$ cat src/rtl/usr_irq_pkg.sv
// Shared constants for the user-interrupt slave and the master stage that feeds it.
package usr_irq_pkg;

    localparam logic [3:0] ADDR_REQ     = 4'd0;
    localparam logic [3:0] ADDR_STATUS  = 4'd1;
    localparam logic [3:0] ADDR_MASK    = 4'd2;
    localparam logic [3:0] ADDR_CTRL    = 4'd3;
    localparam logic [3:0] ADDR_COUNT   = 4'd4;
    localparam logic [3:0] ADDR_HOLDOFF = 4'd5;

    // Word values the master stage writes on request rising/falling edges.
    localparam logic [31:0] IRQ_SET = 32'h1;
    localparam logic [31:0] IRQ_CLR = 32'h0;

endpackage

$ cat src/rtl/usr_irq_holdoff.sv
// Loadable down-counter; zero is high whenever the holdoff window has expired.
module usr_irq_holdoff #(
    parameter int W = 16
) (
    input  logic         clk,
    input  logic         rst_n,
    input  logic         load,
    input  logic [W-1:0] reload_value,
    output logic         zero
);

    logic [W-1:0] cnt;

    // A load always wins, so a second acknowledge restarts the window.
    always_ff @(posedge clk or negedge rst_n) begin
        if (!rst_n) begin
            cnt <= '0;
        end else if (load) begin
            cnt <= reload_value;
        end else if (cnt != '0) begin
            cnt <= cnt - W'(1);
        end
    end

    assign zero = (cnt == '0);

endmodule

$ cat src/rtl/usr_irq_slave.sv
// Avalon-MM slave terminating user-interrupt writes and driving a level IRQ to the CPU.
module usr_irq_slave
    import usr_irq_pkg::*;
#(
    parameter int CNT_W     = 16,
    parameter int HOLDOFF_W = 16
) (
    input  logic        clk,
    input  logic        rst_n,
    input  logic        avs_chipselect,
    input  logic [3:0]  avs_address,
    input  logic        avs_read,
    input  logic        avs_write,
    input  logic [31:0] avs_writedata,
    output logic        avs_waitrequest,
    output logic [31:0] avs_readdata,
    output logic        irq
);

    logic                 level;
    logic                 pending;
    logic                 mask;
    logic                 mode;
    logic [CNT_W-1:0]     count;
    logic [HOLDOFF_W-1:0] holdoff_reload;
    logic                 rd_ack;
    logic                 holdoff_zero;

    logic        wr_en;
    logic        rd_start;
    logic        rise;
    logic        ack;
    logic [31:0] rd_mux;

    assign wr_en    = avs_chipselect & avs_write;
    assign rd_start = avs_chipselect & avs_read & ~avs_write & ~rd_ack;
    assign rise     = wr_en & (avs_address == ADDR_REQ) & avs_writedata[0] & ~level;
    assign ack      = wr_en & (avs_address == ADDR_STATUS) & avs_writedata[0];

    // Gated by rst_n so an in-flight read is dropped the moment reset asserts.
    assign avs_waitrequest = rst_n & rd_start;

    always_comb begin
        rd_mux = 32'h0;
        case (avs_address)
            ADDR_REQ:     rd_mux = {31'b0, level};
            ADDR_STATUS:  rd_mux = {31'b0, pending};
            ADDR_MASK:    rd_mux = {31'b0, mask};
            ADDR_CTRL:    rd_mux = {31'b0, mode};
            ADDR_COUNT:   rd_mux = 32'(count);
            ADDR_HOLDOFF: rd_mux = 32'(holdoff_reload);
            default:      rd_mux = 32'h0;
        endcase
    end

    always_ff @(posedge clk or negedge rst_n) begin
        if (!rst_n) begin
            level          <= 1'b0;
            pending        <= 1'b0;
            mask           <= 1'b0;
            mode           <= 1'b0;
            count          <= '0;
            holdoff_reload <= '0;
        end else if (wr_en) begin
            case (avs_address)
                ADDR_REQ:     level <= avs_writedata[0];
                ADDR_MASK:    mask <= avs_writedata[0];
                ADDR_CTRL:    mode <= avs_writedata[0];
                ADDR_COUNT:   count <= '0;
                ADDR_HOLDOFF: holdoff_reload <= avs_writedata[HOLDOFF_W-1:0];
                default:      ;
            endcase
            if (rise) begin
                pending <= 1'b1;
                count   <= count + CNT_W'(1);
            end
            if (ack) begin
                pending <= 1'b0;
            end
        end
    end

    // One wait state: the data is captured on the edge that sets rd_ack.
    always_ff @(posedge clk or negedge rst_n) begin
        if (!rst_n) begin
            rd_ack       <= 1'b0;
            avs_readdata <= 32'h0;
        end else begin
            rd_ack <= rd_start;
            if (rd_start) begin
                avs_readdata <= rd_mux;
            end
        end
    end

    always_ff @(posedge clk or negedge rst_n) begin
        if (!rst_n) begin
            irq <= 1'b0;
        end else begin
            irq <= mask & holdoff_zero & (mode ? level : pending);
        end
    end

    usr_irq_holdoff #(
        .W(HOLDOFF_W)
    ) u_holdoff (
        .clk          (clk),
        .rst_n        (rst_n),
        .load         (ack),
        .reload_value (holdoff_reload),
        .zero         (holdoff_zero)
    );

endmodule

$ cat config.mk
export PLATFORM = sky130hd
export DESIGN_NAME = usr_irq_slave
export DESIGN_NICKNAME = d
export VERILOG_FILES = /design/src/rtl/usr_irq_pkg.sv /design/src/rtl/usr_irq_holdoff.sv /design/src/rtl/usr_irq_slave.sv
export SDC_FILE = /design/constraint.sdc
export NUM_CORES = 1
export LEC_CHECK = 0
export ABC_CLOCK_PERIOD_IN_PS = 1700
export BUFFER_PORTS_ARGS = -buffer_cell sky130_fd_sc_hd__buf_2
export CAP_MARGIN = 25
export CORE_UTILIZATION = 50
export DETAILED_ROUTE_END_ITERATION = 16
export GPL_TIMING_DRIVEN = 0
export PLACE_DENSITY = 0.73
export SYNTH_ARGS = -nofsm -noshare
export SYNTH_HDL_FRONTEND = slang
export SYNTH_HIERARCHICAL = 1
export SYNTH_SLANG_ARGS = --single-unit
$ cat constraint.sdc
create_clock -name clk -period 1.7 [get_ports clk]
set_clock_uncertainty 0.05 [all_clocks]
set_input_delay 0.255 -clock clk [delete_from_list [all_inputs] [get_ports clk]]
set_output_delay 0.255 -clock clk [all_outputs]
set_load 0.01 [all_outputs]
==> results of run 1 <==
## timing repair
item                       in CTS  in global routing
hold endpoints to repair        3                 67
gates resized for setup        16                 19
pin swaps                       7                  8
setup endpoints to repair      30                 23
buffers inserted               11                  8
## cells in the final DEF (no fill, tap or decap), types with 3 or more instances in the layout
master     netlist  routed
nand2b_1         9       9
o21ai_0         22      20
o211a_1          6       6
nor4_2           2       3
nor3_1           9       4
inv_2            0       3
buf_4           18      35
mux2i_1         15      15
a21oi_1          4       4
xnor2_1          8       8
nand3_1          9       8
buf_6            1       3
o21ai_1          1       3
clkbuf_8         0      10
dfrtp_2          0       3
mux2_4           0      10
nor3_2           0       5
nor2_1          11      10
dfrtp_1         70      67
nand2_1         52      51
bufinv_16        0       3
nand3_2          2       3
a22oi_1         15      15
clkbuf_1         9       5
nand4_1          9       9
conb_1           1      16
mux2_2          10      10
buf_2            6      43
## flip-flops by register name (all words and copies together), names as in the netlist
signal and count:
pending 1, mode 1, holdoff_reload 16, irq 1, rd_ack 1, level 1
avs_readdata 16, count 16, mask 1, u_holdoff/cnt 16
## synth_stat cells, types with 10 or more instances
| cell | n |
|---|---|
| o21ai_0 | 22 |
| dfrtp_1 | 70 |
| buf_4 | 18 |
| nand2_1 | 52 |
| nor2_1 | 11 |
| a22oi_1 | 15 |
| mux2_1 | 10 |
| mux2i_1 | 15 |
| mux2_2 | 10 |
## cell families (layout without fill, tap and decap cells)
logic type               after synthesis  count (layout)  synth area share (%)
AO/OA/AOI/OAI                         61              61                  11.4
XOR/XNOR                               8               8                  1.91
adder cells (fa/ha/maj)                2               2                 0.683
buffers and inverters                 38             112                  6.46
flip-flops                            70              70                  47.8
multiplexers                          36              36                  10.9
other                                  1              16                 0.102
AND/OR/NAND/NOR                      131             131                  20.7
## metrics by stage
stage	TNS [ns]	util (%)	std cells	setup slack, ns	area, sq um
2_1_floorplan	-1.16	-	362	-0.151	3770
5_1_grt	-0.568	66.5	532	-0.0522	4610
3_5_place_dp	-11.81	58.9	498	-0.554	4090
4_1_cts	-0.115	64.8	524	-0.0258	4500
3_3_place_gp	-15.09	58.9	498	-0.546	4090
6_report	-0.0421	66.5	532	-0.0143	4610
## worst max path at each step
stage,to,cells after the start,startpoint,slack [ns]
after CTS,u_holdoff/cnt[7],6,u_holdoff/cnt[0],-0.03
after global placement,u_holdoff/cnt[12],7,avs_address[3],-0.55
after floorplan,u_holdoff/cnt[13],7,u_holdoff/cnt[0],-0.15
after global routing,u_holdoff/cnt[9],6,u_holdoff/cnt[1],-0.05
after detailed placement,u_holdoff/cnt[12],7,avs_address[3],-0.55
final,u_holdoff/cnt[5],6,u_holdoff/cnt[0],-0.01
## final cells by class
cell class	count	area, sq um
fillers	542	2330
multi-input cells	254	1890
flip-flops and latches	70	1760
repair buffers	60	363
plain buffers	33	233
clock buffers	10	138
well taps	96	120
clock inverters	6	109
inverters	3	11.3
## layer usage
layer / part of all wire (%) / wire length (microns)
met1: 44 / 3860
met2: 50 / 4360
met3: 3.7 / 323
met4: 2.0 / 172
met5: 0 / 0
## power by group
part           internal [mW]  switching, mW
Combinational          0.704          0.513
Clock                   1.01          0.659
Sequential              1.94          0.344
==> impl_metrics.ini, run 1 <==
[synth]
synth-edff-count = 0
syn_inst = 347
netlist.area_leader.share_pct = 47.8
yosysWarnings = 6
synthArstFlopShare_pct = 100
synth_cell_types = 55
synthesis.area_sq_mm = 0.00366
ys_ff_latch = 70
synth_area_leaders = dfrtp_1, nand2_1, mux2i_1
synth.yosys.seq_area_share_pct = 47.8
ys.flop_type = dfrtp_1
synth_top_cell_by_area = dfrtp_1
syn_area_per_cell_sq_um = 10.6

[routing]
final_antenna_net_count = 0
dr_total_vias = 2943
wl_mm = 8.72
vias_per_cell = 5.53
drt-initial-drc-count = 195
drt_pass1_iterations = 5
wl_per_cell_microns = 16.4
post-route-drc-count = 0

[sta]
hold_slack_ns = -0.166
period_minus_slack_ns = 1.71
layout_setup_ws_ns = -0.0143
max_slew_margin_pct = 59.9
worst_pin_slew_ns = 0.602
setup_viol = 5
max_clock_freq_ghz = 0.583
rsz0062_at_grt = yes
fin_crit_sh_pct = 101
drv_slew = 0
hold_viol_final = 67

[power]
power_density_mw_per_mm2 = 1120
ir_drop_mv = 0.606
finalPower_mw = 5.17
power.leakage_nw = 2.12

[global_routing]
met2_usage_pct = 38.8
grt_use_total_pct = 24.0
antenna_found_initial = 0
grt_overflow = 0
grt_pass1_vias = 2727
gr-usage-met3_pct = 4.71
grt_start_max_net_pins = 70
use_met1_pct = 31.6
grt_pass1_wl_mm = 13.8
grt_most_used_layer = met2

[clock_tree]
path_clk_slew_ns = 0.08
htree_levels = 3
hold_buffers = 1
cts_buffer_depth = 2
numCtsBuffers = 9
root_buffer = clkbuf_8
clk_latency_ns = 0.36
clock_sinks = 70
cts_tree = done

[finish]
antenna_cells = 0
finalNetCount = 474
syn2layout_area_growth_pct = 26.0
layout-drive-gt1-share_pct = 36.5

[critical_path]
start_kind = register
critical_path_buf_inv_count = 1
rr_endpoint = u_holdoff/cnt[5]
cp_top_family = simple AND/OR/NAND/NOR gates
path_cells = inv_2 -> ha_4 -> nor3b_4 -> nand3_2 -> or3_4 -> o211a_1
crit_arrival_ns = 1.91
reg2reg_from = u_holdoff/cnt[0]
critical_path_class = reg -> reg
ff2ff_path_depth = 6
slowest_stage = dfrtp_1
end_kind = register
critical_path.max_fanout = 6
cpPeakStageDelay_ns = 0.40
worst_ep_required_time_ns = 1.90
r2r_slack_ns = -0.01

[die]
die_x_microns = 87.6
die_y_microns = 87.6
ios = 75
rows = 30
start_util_pct = 52.7
die-area_sq_mm = 0.00767
coreArea_sq_mm = 0.00694

[hold_path]
min_path_type = in -> async

[place]
dp_hpwl_mm = 5.83
io_buffers = 40
gp_congestion = 0.810

[job]
drv_cap = 0

[run_status]
status = finished, violations left
violations = negative hold slack, negative setup slack
Power figures use the tool's default switching activity.
==> run 2, diff against run 1 <==
--- a/config.mk
+++ b/config.mk
@@ -16,3 +16,4 @@
 export SYNTH_HDL_FRONTEND = slang
 export SYNTH_HIERARCHICAL = 1
 export SYNTH_SLANG_ARGS = --single-unit
+export TNS_END_PERCENT = 50
==> impl_metrics.ini, run 2 (synthesis results as in run 1) <==
[routing]
wl_per_cell_microns = 16.2
post-route-drc-count = 0
wl_mm = 8.49
dr_total_vias = 2882
drt-initial-drc-count = 205
drt_pass1_iterations = 4
final_antenna_net_count = 0
vias_per_cell = 5.50

[critical_path]
cp-startpoint = u_holdoff/cnt[0]
cp_top_family = simple AND/OR/NAND/NOR gates
critical_path.max_fanout = 7
slowest_stage = dfrtp_2
crit_arrival_ns = 1.89
r2r_slack_ns = -0.02
rr_endpoint = u_holdoff/cnt[6]
ff2ff_path_depth = 7
start_kind = register
critical_path_buf_inv_count = 2
endpoint = u_holdoff/cnt[6]
end_kind = register
worst_ep_required_time_ns = 1.87
critical_path_class = reg -> reg
cp_num_cells = 7
path_cells = inv_2 -> ha_4 -> nor3b_4 -> buf_6 -> and3_4 -> a21o_1 -> o221ai_2
cpPeakStageDelay_ns = 0.42
reg2reg_from = u_holdoff/cnt[0]

[die]
die_x_microns = 87.6
die-area_sq_mm = 0.00767
ios = 75
rows = 30
start_util_pct = 52.7
die_y_microns = 87.6
coreArea_sq_mm = 0.00694

[sta]
setup_viol = 3
hold_slack_ns = -0.144
layout_setup_ws_ns = -0.0165
drv_slew = 0
period_minus_slack_ns = 1.72
hold_viol_final = 70
max_slew_margin_pct = 58.2
max_clock_freq_ghz = 0.583
rsz0062_at_grt = yes
worst_pin_slew_ns = 0.627
fin_crit_sh_pct = 101

[finish]
syn2layout_area_growth_pct = 21.9
antenna_cells = 0
layout-drive-gt1-share_pct = 33.2
final_common_cell = dfrtp_1
finalNetCount = 467
layout_common_cells = dfrtp_1, nand2_1, buf_2
utilization_pct = 64.3
fill_cells = 556
design_area_sq_mm = 0.00446

[job]
drv_cap = 0

[global_routing]
grt_pass1_vias = 2775
grt_overflow = 0
grt_start_max_net_pins = 72
grt_use_total_pct = 23.4
grt_pass1_wl_mm = 13.4
antenna_found_initial = 0

[power]
power_density_mw_per_mm2 = 1060
ir_drop_mv = 0.509
power.leakage_nw = 2.04

[clock_tree]
cts_buffer_depth = 2
root_buffer = clkbuf_8
path_clk_slew_ns = 0.07
numCtsBuffers = 9
clock_sinks = 70
htree_levels = 3
hold_buffers = 0
cts_tree = done
clk_latency_ns = 0.34

[hold_path]
min_path_type = in -> async

[run_status]
violations = negative hold slack, negative setup slack
status = finished, violations left

[place]
postPlaceCellArea_sq_mm = 0.00405
io_buffers = 40
gp_congestion = 0.799
dp_hpwl_mm = 5.81
-- run 2: worst min path at each step --
stage          slack (ns)           endpoint       startpoint  cells after the start
3_5_place_dp         0.38  u_holdoff/cnt[14]            rst_n                      1
2_1_floorplan       -0.09    avs_readdata[0]            rst_n                      0
5_1_grt             -0.09   u_holdoff/cnt[2]            rst_n                      1
3_3_place_gp         0.41    avs_readdata[7]  avs_readdata[7]                      2
6_report            -0.14  u_holdoff/cnt[14]            rst_n                      1
4_1_cts              0.01  u_holdoff/cnt[14]            rst_n                      1
-- run 2: layout make-up --
type                            count  area [sq um]  area share [%]
Timing Repair Buffer               52           300            6.73
Sequential cell                    70          1750            39.3
Buffer                             34           234            5.24
Clock inverter                      4          47.5            1.07
Clock buffer                       11           141            3.17
Multi-Input combinational cell    254          1860            41.6
Tap cell                           96           120            2.69
Inverter                            3          11.3           0.252
-- run 2: routing by layer --
layer / share of wire, % / global-route usage (%) / vias to the layer above
met2: 52 / 40.8 / 67
met5: 0 / 0 / -
li1: - / - / 1377
met3: 3.4 / 3.30 / 17
met1: 43 / 29.4 / 1421
met4: 2.1 / 9.69 / 0
-- run 2: repair_timing --
item                                    in CTS  in global routing
hold endpoints to repair                     0                 70
pin swaps                                    2                  7
endpoints found under the setup margin      30                 29
resized for setup                           15                 27
buffers inserted                             8                  4
gates cloned                                 0                  0
-- run 2: where the power goes --
part	switching, mW	leakage [nW]	internal (mW)
clock	0.602	0.0952	0.705
combinational	0.486	1.03	0.643
sequential	0.359	0.919	1.94
total	1.45	2.04	3.28
-- run 2: metrics by stage --
stage	hold slack, ns	setup WS, ns	power [mW]	std cells	TNS [ns]
after global placement	0.414	-0.530	3.13	498	-15.62
after CTS	0.0115	-0.0476	4.62	520	-0.110
after detailed placement	0.380	-0.511	3.17	498	-11.42
after floorplan	-0.0906	-0.151	2.89	362	-0.995
final	-0.144	-0.0165	4.73	524	-0.0228
after global routing	-0.0925	-0.0723	4.96	524	-0.784
==> run 3, diff against run 2 <==
--- a/config.mk
+++ b/config.mk
@@ -6,12 +6,12 @@
 export NUM_CORES = 1
 export LEC_CHECK = 0
 export ABC_CLOCK_PERIOD_IN_PS = 1700
-export BUFFER_PORTS_ARGS = -buffer_cell sky130_fd_sc_hd__buf_2
 export CAP_MARGIN = 25
-export CORE_UTILIZATION = 50
+export CORE_UTILIZATION = 57
 export DETAILED_ROUTE_END_ITERATION = 16
+export DONT_BUFFER_PORTS = 1
 export GPL_TIMING_DRIVEN = 0
-export PLACE_DENSITY = 0.73
+export PLACE_DENSITY = 0.71
 export SYNTH_ARGS = -nofsm -noshare
 export SYNTH_HDL_FRONTEND = slang
 export SYNTH_HIERARCHICAL = 1
==> impl_metrics.ini, run 3 (synthesis results as in run 1) <==
[run_status]
status = finished, violations left
violations = negative hold slack, negative setup slack

[global_routing]
grt_pass1_wl_mm = 13.3
grt_pass1_vias = 2736
grt_start_max_net_pins = 72
antenna_found_initial = 0
grt_use_total_pct = 27.1
grt_overflow = 0

[die]
coreArea_sq_mm = 0.00606
die_x_microns = 82.1
ios = 75
die_y_microns = 82.1
rows = 28
start_util_pct = 60.4
die-area_sq_mm = 0.00675

[critical_path]
critical_path.max_fanout = 5
worst_ep_required_time_ns = 1.88
end_kind = register
start_kind = register
crit_arrival_ns = 1.91
critical_path_class = reg -> reg

[sta]
rsz0062_at_grt = yes
hold_slack_ns = -0.446
layout_setup_ws_ns = -0.0287
hold_viol_final = 70
period_minus_slack_ns = 1.73
max_clock_freq_ghz = 0.578
setup_viol = 7
drv_slew = 0
fin_crit_sh_pct = 102

[clock_tree]
cts_buffer_depth = 2
clk_latency_ns = 0.34
htree_levels = 3
path_clk_slew_ns = 0.07
root_buffer = clkbuf_8
numCtsBuffers = 9
clock_sinks = 70
cts_tree = done

[routing]
final_antenna_net_count = 0
post-route-drc-count = 0
wl_per_cell_microns = 17.4
vias_per_cell = 5.93
dr_total_vias = 2823
drt_pass1_iterations = 4
drt-initial-drc-count = 208
wl_mm = 8.27

[finish]
syn2layout_area_growth_pct = 17.7
layout_common_cells = dfrtp_1, nand2_1, buf_4
antenna_cells = 0
final_common_cell = dfrtp_1
utilization_pct = 71.1
finalNetCount = 440
layout-drive-gt1-share_pct = 24.4

[power]
ir_drop_mv = 0.754
power.leakage_nw = 1.90
finalPower_mw = 4.50
power_density_mw_per_mm2 = 1040

[hold_path]
min_path_type = in -> async

[place]
gp_congestion = 0.855
dp_hpwl_mm = 5.61
io_buffers = 0

[job]
drv_cap = 0
[run 3: stage by stage]
step / TNS (ns) / instances / setup slack (ns) / instance area, sq um / hold WS [ns]
2_1_floorplan: -0.995 / 362 / -0.151 / 3720 / -0.0906
3_3_place_gp: -7.92 / 437 / -0.397 / 3820 / -0.0888
3_5_place_dp: -8.10 / 437 / -0.370 / 3820 / -0.0890
4_1_cts: -0.124 / 472 / -0.0279 / 4200 / -0.462
5_1_grt: -0.907 / 476 / -0.110 / 4310 / -0.471
6_report: -0.104 / 476 / -0.0287 / 4310 / -0.446
[run 3: area by class of cell]
class                   count  area (sq um)
well taps                  75          93.8
repair buffers             27           234
clock inverters             2          10.0
clock buffers              13           139
inverters                   3          11.3
multi-input cells         254          1850
plain buffers              32           218
flip-flops and latches     70          1750
fillers                   464          1750
[run 3: per-layer routing]
layer	share of wire (%)	wire length (microns)	up-vias	track usage (%)
li1	-	-	1323	-
met1	45	3690	1375	35.7
met2	45	3760	103	41.2
met3	6.3	524	22	5.93
met4	3.6	299	0	15.4
met5	0	0	-	0
[run 3: worst max-delay path: stages, from the launching register on]
cell,delay [ns]
dfrtp_1,0.40
inv_2,0.09
ha_4,0.12
nor3b_4,0.27
buf_6,0.16
buf_4,0.10
nand3b_1,0.08
xnor2_1,0.13
o211a_1,0.21
[run 3: path summary, 6_finish.rpt]
path,startpoint,end,slack (ns),depth (start not counted)
worst max-delay path,u_holdoff/cnt[1],u_holdoff/cnt[8],-0.03,8
worst min-delay path,rst_n,u_holdoff/cnt[3],-0.45,0
worst max register to register,u_holdoff/cnt[1],u_holdoff/cnt[8],-0.03,8
worst min register to register,count[15],count[15],0.44,1
max in group asynchronous,rst_n,count[0],1.93,0
min in group clk,avs_writedata[5],holdoff_reload[5],0.01,1
[run 3: timing repair]
| action | 4_1_cts | 5_1_grt |
|---|---|---|
| endpoints found under the setup margin | 29 | 39 |
| gates cloned | 0 | 0 |
| pin swaps | 7 | 6 |
| setup buffers | 12 | 4 |
| resized for setup | 12 | 17 |
| hold buffers | 10 | 1 |
| endpoints found under the hold margin | 80 | 71 |
[run 3: power by group]
group	internal, mW	switching [mW]	total (mW)
combinational	0.659	0.451	1.11
clock	0.519	0.582	1.10
sequential	1.94	0.353	2.29
